## config.mk

```make
export PLATFORM = sky130hd
export DESIGN_NAME = csr_axil_slave
export DESIGN_NICKNAME = d
export VERILOG_FILES = /design/src/rtl/csr_axil_slave.sv
export SDC_FILE = /design/constraint.sdc
export NUM_CORES = 1
export LEC_CHECK = 0
export ABC_CLOCK_PERIOD_IN_PS = 1750
export BUFFER_PORTS_ARGS = -buffer_cell sky130_fd_sc_hd__buf_2
export CELL_PAD_IN_SITES_DETAIL_PLACEMENT = 1
export CELL_PAD_IN_SITES_GLOBAL_PLACEMENT = 1
export CORE_UTILIZATION = 41
export CTS_BUF_LIST = sky130_fd_sc_hd__clkbuf_8
export CTS_CLUSTER_SIZE = 40
export DETAILED_ROUTE_END_ITERATION = 8
export HOLD_SLACK_MARGIN = 0.15
export PLACE_DENSITY_LB_ADDON = 0.1
export SYNTH_ARGS = -nofsm -noshare
export SYNTH_HDL_FRONTEND = slang
export SYNTH_SLANG_ARGS = --single-unit
```

## constraint.sdc

```tcl
create_clock -name clk -period 1.75 [get_ports clk]
set_input_delay 0.2625 -clock clk [delete_from_list [all_inputs] [get_ports clk]]
set_output_delay 0.2625 -clock clk [all_outputs]
set_load 0.02 [all_outputs]
```

## src/rtl/csr_axil_slave.sv

```systemverilog
// AXI4-Lite control/status register block for the accelerator: command word,
// configuration words, sticky done flag with interrupt, and start strobe.
module csr_axil_slave #(
  parameter int DATA_WIDTH = 32,
  parameter int ADDR_WIDTH = 32,
  parameter int NUM_CFG    = 9
) (
  input  logic                          clk,
  input  logic                          rst,
  input  logic [ADDR_WIDTH-1:0]         s_axi_awaddr,
  input  logic [2:0]                    s_axi_awprot,
  input  logic                          s_axi_awvalid,
  output logic                          s_axi_awready,
  input  logic [DATA_WIDTH-1:0]         s_axi_wdata,
  input  logic [DATA_WIDTH/8-1:0]       s_axi_wstrb,
  input  logic                          s_axi_wvalid,
  output logic                          s_axi_wready,
  output logic [1:0]                    s_axi_bresp,
  output logic                          s_axi_bvalid,
  input  logic                          s_axi_bready,
  input  logic [ADDR_WIDTH-1:0]         s_axi_araddr,
  input  logic [2:0]                    s_axi_arprot,
  input  logic                          s_axi_arvalid,
  output logic                          s_axi_arready,
  output logic [DATA_WIDTH-1:0]         s_axi_rdata,
  output logic [1:0]                    s_axi_rresp,
  output logic                          s_axi_rvalid,
  input  logic                          s_axi_rready,
  output logic [NUM_CFG*DATA_WIDTH-1:0] cfg_flat,
  output logic [DATA_WIDTH-1:0]         cmd,
  output logic                          cmd_valid,
  input  logic                          busy,
  input  logic                          done_pulse,
  output logic                          irq
);

  localparam int         STRB_W      = DATA_WIDTH / 8;
  localparam logic [3:0] IDX_CMD     = 4'd0;
  localparam logic [3:0] IDX_STATUS  = 4'(NUM_CFG + 1);
  localparam logic [3:0] IDX_IRQ_EN  = 4'(NUM_CFG + 2);
  localparam logic [1:0] RESP_OKAY   = 2'b00;
  localparam logic [1:0] RESP_SLVERR = 2'b10;

  function automatic logic [DATA_WIDTH-1:0] merge_bytes(
    input logic [DATA_WIDTH-1:0] old_v,
    input logic [DATA_WIDTH-1:0] new_v,
    input logic [STRB_W-1:0]     strb_v
  );
    logic [DATA_WIDTH-1:0] res_v;
    res_v = old_v;
    for (int b = 0; b < STRB_W; b++) begin
      if (strb_v[b]) res_v[8*b +: 8] = new_v[8*b +: 8];
      else           res_v[8*b +: 8] = old_v[8*b +: 8];
    end
    return res_v;
  endfunction

  logic                          aw_held_r;
  logic [3:0]                    wa_idx_r;
  logic                          w_held_r;
  logic [DATA_WIDTH-1:0]         wdata_r;
  logic [STRB_W-1:0]             wstrb_r;
  logic                          bvalid_r;
  logic [1:0]                    bresp_r;
  logic                          rvalid_r;
  logic [DATA_WIDTH-1:0]         rdata_r;
  logic [1:0]                    rresp_r;
  logic [NUM_CFG*DATA_WIDTH-1:0] cfg_r;
  logic [DATA_WIDTH-1:0]         cmd_r;
  logic                          cmd_valid_r;
  logic                          done_r;
  logic                          irq_en_r;
  logic                          irq_r;

  logic                          aw_hs_s;
  logic                          w_hs_s;
  logic                          ar_hs_s;
  logic                          commit_s;
  logic                          wr_cfg_s;
  logic [1:0]                    wr_resp_s;
  logic                          cmd_fire_s;
  logic                          done_clr_s;
  logic [3:0]                    ra_idx_s;
  logic                          rd_cfg_hit_s;
  logic [DATA_WIDTH-1:0]         rd_cfg_s;
  logic [DATA_WIDTH-1:0]         rd_data_s;
  logic [1:0]                    rd_resp_s;
  logic                          unused_s;

  assign s_axi_awready = ~rst & ~aw_held_r & ~bvalid_r;
  assign s_axi_wready  = ~rst & ~w_held_r & ~bvalid_r;
  assign s_axi_arready = ~rst & ~rvalid_r;

  assign aw_hs_s  = s_axi_awvalid & s_axi_awready;
  assign w_hs_s   = s_axi_wvalid & s_axi_wready;
  assign ar_hs_s  = s_axi_arvalid & s_axi_arready;
  assign commit_s = aw_held_r & w_held_r;

  assign wr_cfg_s     = (wa_idx_r >= 4'd1) && (wa_idx_r <= 4'(NUM_CFG));
  assign done_clr_s   = commit_s & (wa_idx_r == IDX_STATUS) & wstrb_r[0] & wdata_r[1];
  assign ra_idx_s     = s_axi_araddr[5:2];
  assign rd_cfg_hit_s = (ra_idx_s >= 4'd1) && (ra_idx_s <= 4'(NUM_CFG));

  assign unused_s = ^{s_axi_awprot, s_axi_arprot,
                      s_axi_awaddr[ADDR_WIDTH-1:6], s_axi_awaddr[1:0],
                      s_axi_araddr[ADDR_WIDTH-1:6], s_axi_araddr[1:0]};

  // Write decode: response code and whether a command write launches the core.
  always_comb begin
    wr_resp_s  = RESP_OKAY;
    cmd_fire_s = 1'b0;
    case (wa_idx_r)
      IDX_CMD: begin
        if (busy) begin
          wr_resp_s = RESP_SLVERR;
        end else begin
          cmd_fire_s = (wstrb_r != {STRB_W{1'b0}});
        end
      end
      IDX_STATUS, IDX_IRQ_EN: wr_resp_s = RESP_OKAY;
      default: begin
        if (wr_cfg_s) wr_resp_s = RESP_OKAY;
        else          wr_resp_s = RESP_SLVERR;
      end
    endcase
  end

  // Configuration word selected by the read address (zero when not a CFG slot).
  always_comb begin
    rd_cfg_s = {DATA_WIDTH{1'b0}};
    for (int i = 0; i < NUM_CFG; i++) begin
      rd_cfg_s = rd_cfg_s |
                 ({DATA_WIDTH{ra_idx_s == 4'(i + 1)}} & cfg_r[i*DATA_WIDTH +: DATA_WIDTH]);
    end
  end

  // Read mux over the register map.
  always_comb begin
    rd_data_s = {DATA_WIDTH{1'b0}};
    rd_resp_s = RESP_OKAY;
    case (ra_idx_s)
      IDX_CMD:    rd_data_s = cmd_r;
      IDX_STATUS: rd_data_s = {{(DATA_WIDTH-2){1'b0}}, done_r, busy};
      IDX_IRQ_EN: rd_data_s = {{(DATA_WIDTH-1){1'b0}}, irq_en_r};
      default: begin
        if (rd_cfg_hit_s) rd_data_s = rd_cfg_s;
        else              rd_resp_s = RESP_SLVERR;
      end
    endcase
  end

  // AW/W holding registers and the B response channel.
  always_ff @(posedge clk) begin
    if (rst) begin
      aw_held_r <= 1'b0;
      wa_idx_r  <= 4'd0;
      w_held_r  <= 1'b0;
      wdata_r   <= {DATA_WIDTH{1'b0}};
      wstrb_r   <= {STRB_W{1'b0}};
      bvalid_r  <= 1'b0;
      bresp_r   <= RESP_OKAY;
    end else begin
      if (aw_hs_s) begin
        aw_held_r <= 1'b1;
        wa_idx_r  <= s_axi_awaddr[5:2];
      end else if (commit_s) begin
        aw_held_r <= 1'b0;
      end
      if (w_hs_s) begin
        w_held_r <= 1'b1;
        wdata_r  <= s_axi_wdata;
        wstrb_r  <= s_axi_wstrb;
      end else if (commit_s) begin
        w_held_r <= 1'b0;
      end
      if (commit_s) begin
        bvalid_r <= 1'b1;
        bresp_r  <= wr_resp_s;
      end else if (s_axi_bready) begin
        bvalid_r <= 1'b0;
      end
    end
  end

  // Register file updates, start strobe, sticky done and registered interrupt.
  always_ff @(posedge clk) begin
    if (rst) begin
      cfg_r       <= {(NUM_CFG*DATA_WIDTH){1'b0}};
      cmd_r       <= {DATA_WIDTH{1'b0}};
      cmd_valid_r <= 1'b0;
      done_r      <= 1'b0;
      irq_en_r    <= 1'b0;
      irq_r       <= 1'b0;
    end else begin
      cmd_valid_r <= commit_s & cmd_fire_s;
      if (commit_s && cmd_fire_s) cmd_r <= merge_bytes(cmd_r, wdata_r, wstrb_r);
      for (int i = 0; i < NUM_CFG; i++) begin
        if (commit_s && (wa_idx_r == 4'(i + 1))) begin
          cfg_r[i*DATA_WIDTH +: DATA_WIDTH] <=
            merge_bytes(cfg_r[i*DATA_WIDTH +: DATA_WIDTH], wdata_r, wstrb_r);
        end
      end
      if (commit_s && (wa_idx_r == IDX_IRQ_EN) && wstrb_r[0]) irq_en_r <= wdata_r[0];
      // A completion landing on the same edge as a clear must not be lost.
      if (done_pulse)      done_r <= 1'b1;
      else if (done_clr_s) done_r <= 1'b0;
      irq_r <= done_r & irq_en_r;
    end
  end

  // R channel: capture on the AR handshake and hold until accepted.
  always_ff @(posedge clk) begin
    if (rst) begin
      rvalid_r <= 1'b0;
      rdata_r  <= {DATA_WIDTH{1'b0}};
      rresp_r  <= RESP_OKAY;
    end else if (ar_hs_s) begin
      rvalid_r <= 1'b1;
      rdata_r  <= rd_data_s;
      rresp_r  <= rd_resp_s;
    end else if (s_axi_rready) begin
      rvalid_r <= 1'b0;
    end
  end

  assign s_axi_bvalid = bvalid_r;
  assign s_axi_bresp  = bresp_r;
  assign s_axi_rvalid = rvalid_r;
  assign s_axi_rdata  = rdata_r;
  assign s_axi_rresp  = rresp_r;
  assign cfg_flat     = cfg_r;
  assign cmd          = cmd_r;
  assign cmd_valid    = cmd_valid_r;
  assign irq          = irq_r;

endmodule

```

==> results_dict.tcl <==
set metrics [dict create \
    initial_utilization_pct 41.66 \
    ys_seq_area_share_pct 47.20 \
    die_x_um 205.9 \
    holdWs_ns 0.1927 \
    htreeDepth 3 \
    finalMaxSlewViolations 0 \
    max_cap_violations 0 \
    die-area_mm2 0.04241 \
    via_per_inst 5.675 \
    syn_area_mm2 0.01705 \
    nets 2353 \
    crit_path_max_fanout 9 \
    antenna_found_initial 0 \
    die_h_um 205.9 \
    cp-start-kind "flip-flop" \
    criticalPathCategory "reg -> reg" \
    synth-main-ff-cell "dfxtp_1" \
    synth_area_leader_cell "dfxtp_1" \
    max-vdd-ir-drop_mv 0.5066 \
    vias 16030 \
    finalCriticalPeriod_ns 1.831 \
    slew_headroom_pct 5.971 \
    fin_skew_ns 0.02061 \
    drt_first_pass_iters 6 \
    wl_met3_mm 5.227 \
    grt_max_degree 86 \
    insertedDiodeCount 0 \
    layout_common_cells "buf_2 (410), dfxtp_1 (397), mux2i_1 (340)" \
    numCtsBuffers 71 \
    final_common_cell "buf_2" \
    multi_input_area_mm2 0.008372 \
    postCtsSetupBuffers 0 \
    grtUsageTotal_pct 34.39 \
    rows 74 \
    r2r_start "wa_idx_r[0]" \
    hold_depth 5 \
    power_density_mw_per_mm2 895.3 \
    synthCells 1727 \
    root_buffer "clkbuf_8" \
    met2_length_mm 34.62 \
    regToRegEndpoint "cfg_flat[282]" \
    place_congestion 0.8912 \
    drive_gt1_share_pct 32.20 \
    cts_sinks 402 \
    violations "setup timing" \
    min_period_over_period_pct 104.6 \
    grt_overflow 0 \
    grt_setup_unrepaired "true" \
    drcViolationCount 0 \
    synth_top_area_share_pct 47.20 \
    grt_pass1_vias 16370 \
    io_pins 478 \
    fin_area_mm2 0.02253 \
    ys_types 66 \
    fmax_mhz 546.1 \
    hpwlAfterDp_mm 52.41 \
    ys_warn_count 0 \
    async_flop_share_pct 0 \
    clk_pin_slew_ns 0.06 \
    avgSynthCellArea_um2 9.873 \
    clkLatencyLatePin_ns 0.63 \
    worstMarginPinSlew_ns 1.404 \
    outcome "complete, but fails checks" \
    ys_top_cells_by_area "dfxtp_1 (47%), mux2i_1 (20%), nor2_1 (7.3%), a22oi_1 (2.7%), a21oi_1 (2.3%)" \
    power.leakage_nw 11.84 \
    cts_buffer_depth 3 \
    layout_setup_ws_ns -0.08111 \
    drt_iter0_markers 1211 \
    cts_tree "yes" \
    place_inst 2639 \
    hold_class "in -> reg" \
    crit_arrival_ns 2.31 \
    regArea_mm2 0.008056 \
    core_mm2 0.04092 \
    setup_viol 28 \
    worstHoldEndpoint "wdata_r[22]" \
    syn_to_final_growth_pct 32.15 \
    reg2reg_depth 5 \
    fillCellCount 4618 \
    wl_per_cell_um 26.27 \
    drt_wl_total_mm 74.20 \
    wl_met1_mm 31.24 \
    placement.cell_area_mm2 0.02026 \
    postRouteAntennaNets 0 \
    final_cells 2824 \
    port_buffers 413 \
    highest_layer "met4" \
    fin_util_pct 55.06 \
    synth_edf_count 0 \
    r2r_slack_ns -0.08 \
    min_from "s_axi_wvalid" \
    endpoint_kind "flip-flop" \
    ys_ff_latch 402 \
    cp.required_ns 2.23 \
    grt_pass1_wl_mm 106.9 \
    final_hold_viol_count 0 \
]
-- layer usage --
metal	vias to the layer above	GRT usage, %
li1	7169	-
met1	8014	44.18
met2	680	55.78
met3	163	6.307
met4	0	15.86
met5	-	0
-- sequential cells by signal, summed over array words and instances, names as in the netlist --
register	flops
wstrb_r	4
irq_en_r	1
s_axi_rresp	1
cmd	32
done_r	1
s_axi_bresp	1
aw_held_r	1
wa_idx_r	4
cmd_valid	1
w_held_r	1
cfg_flat	288
s_axi_rvalid	1
s_axi_rdata	32
irq	1
wdata_r	32
s_axi_bvalid	1
-- logic make-up (layout without fill, tap and decap cells) --
| kind of cell | Yosys count | in the layout | share of synthesized area, % |
|---|---|---|---|
| AND/OR/NAND/NOR | 521 | 521 | 14.69 |
| flip-flops | 402 | 402 | 47.20 |
| multiplexers | 371 | 371 | 22.18 |
| AO/OA/AOI/OAI | 270 | 270 | 11.24 |
| buffers and inverters | 162 | 726 | 4.667 |
| other | 1 | 2 | 0.02199 |
-- where the power goes --
group	switching [mW]	leakage, nW	total, mW	internal [mW]
clock network	4.07	0.847	9.23	5.15
logic	0.932	7.75	1.47	0.537
registers	0.211	3.25	9.48	9.27
total	5.22	11.8	20.2	15.0
-- layout make-up --
type	instances	area share (%)
Clock inverter	28	0.6608
Clock buffer	99	6.047
Sequential cell	402	35.76
Inverter	6	0.09996
Multi-Input combinational cell	1164	37.16
Tap cell	532	2.954
Timing Repair Buffer	593	17.33
-- synth_stat cells, types with 3 or more instances --
cell and n:
dfxtp_1 402, mux2i_1 340, nor2_1 330, clkbuf_1 90, nand2_1 85, a21oi_1 78, a22oi_1 62, buf_2 35
nand3_2 35, a31oi_1 33, mux2_2 21, a221oi_1 19, o22a_1 19, buf_4 18, a222oi_1 14, o2bb2ai_1 14
a31o_1 9, mux2_4 8, nand4_1 7, nor2b_1 7, nand3_1 6, a22o_1 5, and3b_1 5, buf_1 5
buf_6 5, inv_1 5, nand2b_1 5, and2_1 4, nand4b_1 4, and2b_1 3, and3_1 3, nor3_1 3
o22ai_1 3, o32a_1 3
-- critical path, cell delays in order (launching register included) --
cell     delay (ns)
dfxtp_1        0.47
and2_1         0.20
buf_4          0.25
nand3_2        0.39
mux2i_1        0.29
nor2_1         0.07
-- per-stage QoR --
stage	setup WS [ns]	total power, mW	TNS [ns]
final	-0.08111	20.17	-0.9909
after global routing	-0.1145	20.78	-4.059
after CTS	-0.03895	20.21	-0.2274
after detailed placement	-0.4086	10.94	-10.37
after global placement	-0.2775	10.92	-6.848
after floorplan	0.06858	10.31	0
-- how the worst max path moves through the flow --
stage                          startpoint               to
after floorplan              s_axi_rvalid   s_axi_rdata[0]
after global placement    s_axi_araddr[5]   s_axi_rdata[3]
after detailed placement  s_axi_araddr[5]  s_axi_rdata[17]
after CTS                     wa_idx_r[2]    cfg_flat[229]
after global routing          wa_idx_r[2]    cfg_flat[224]
final                         wa_idx_r[0]    cfg_flat[282]
-- repair_timing --
action / in CTS / in global routing
gates resized for setup: 18 / 15
hold buffers: 57 / 1
hold endpoints to repair: 63 / 2
endpoints found under the setup margin: 69 / 138
Power figures use the tool's default switching activity.
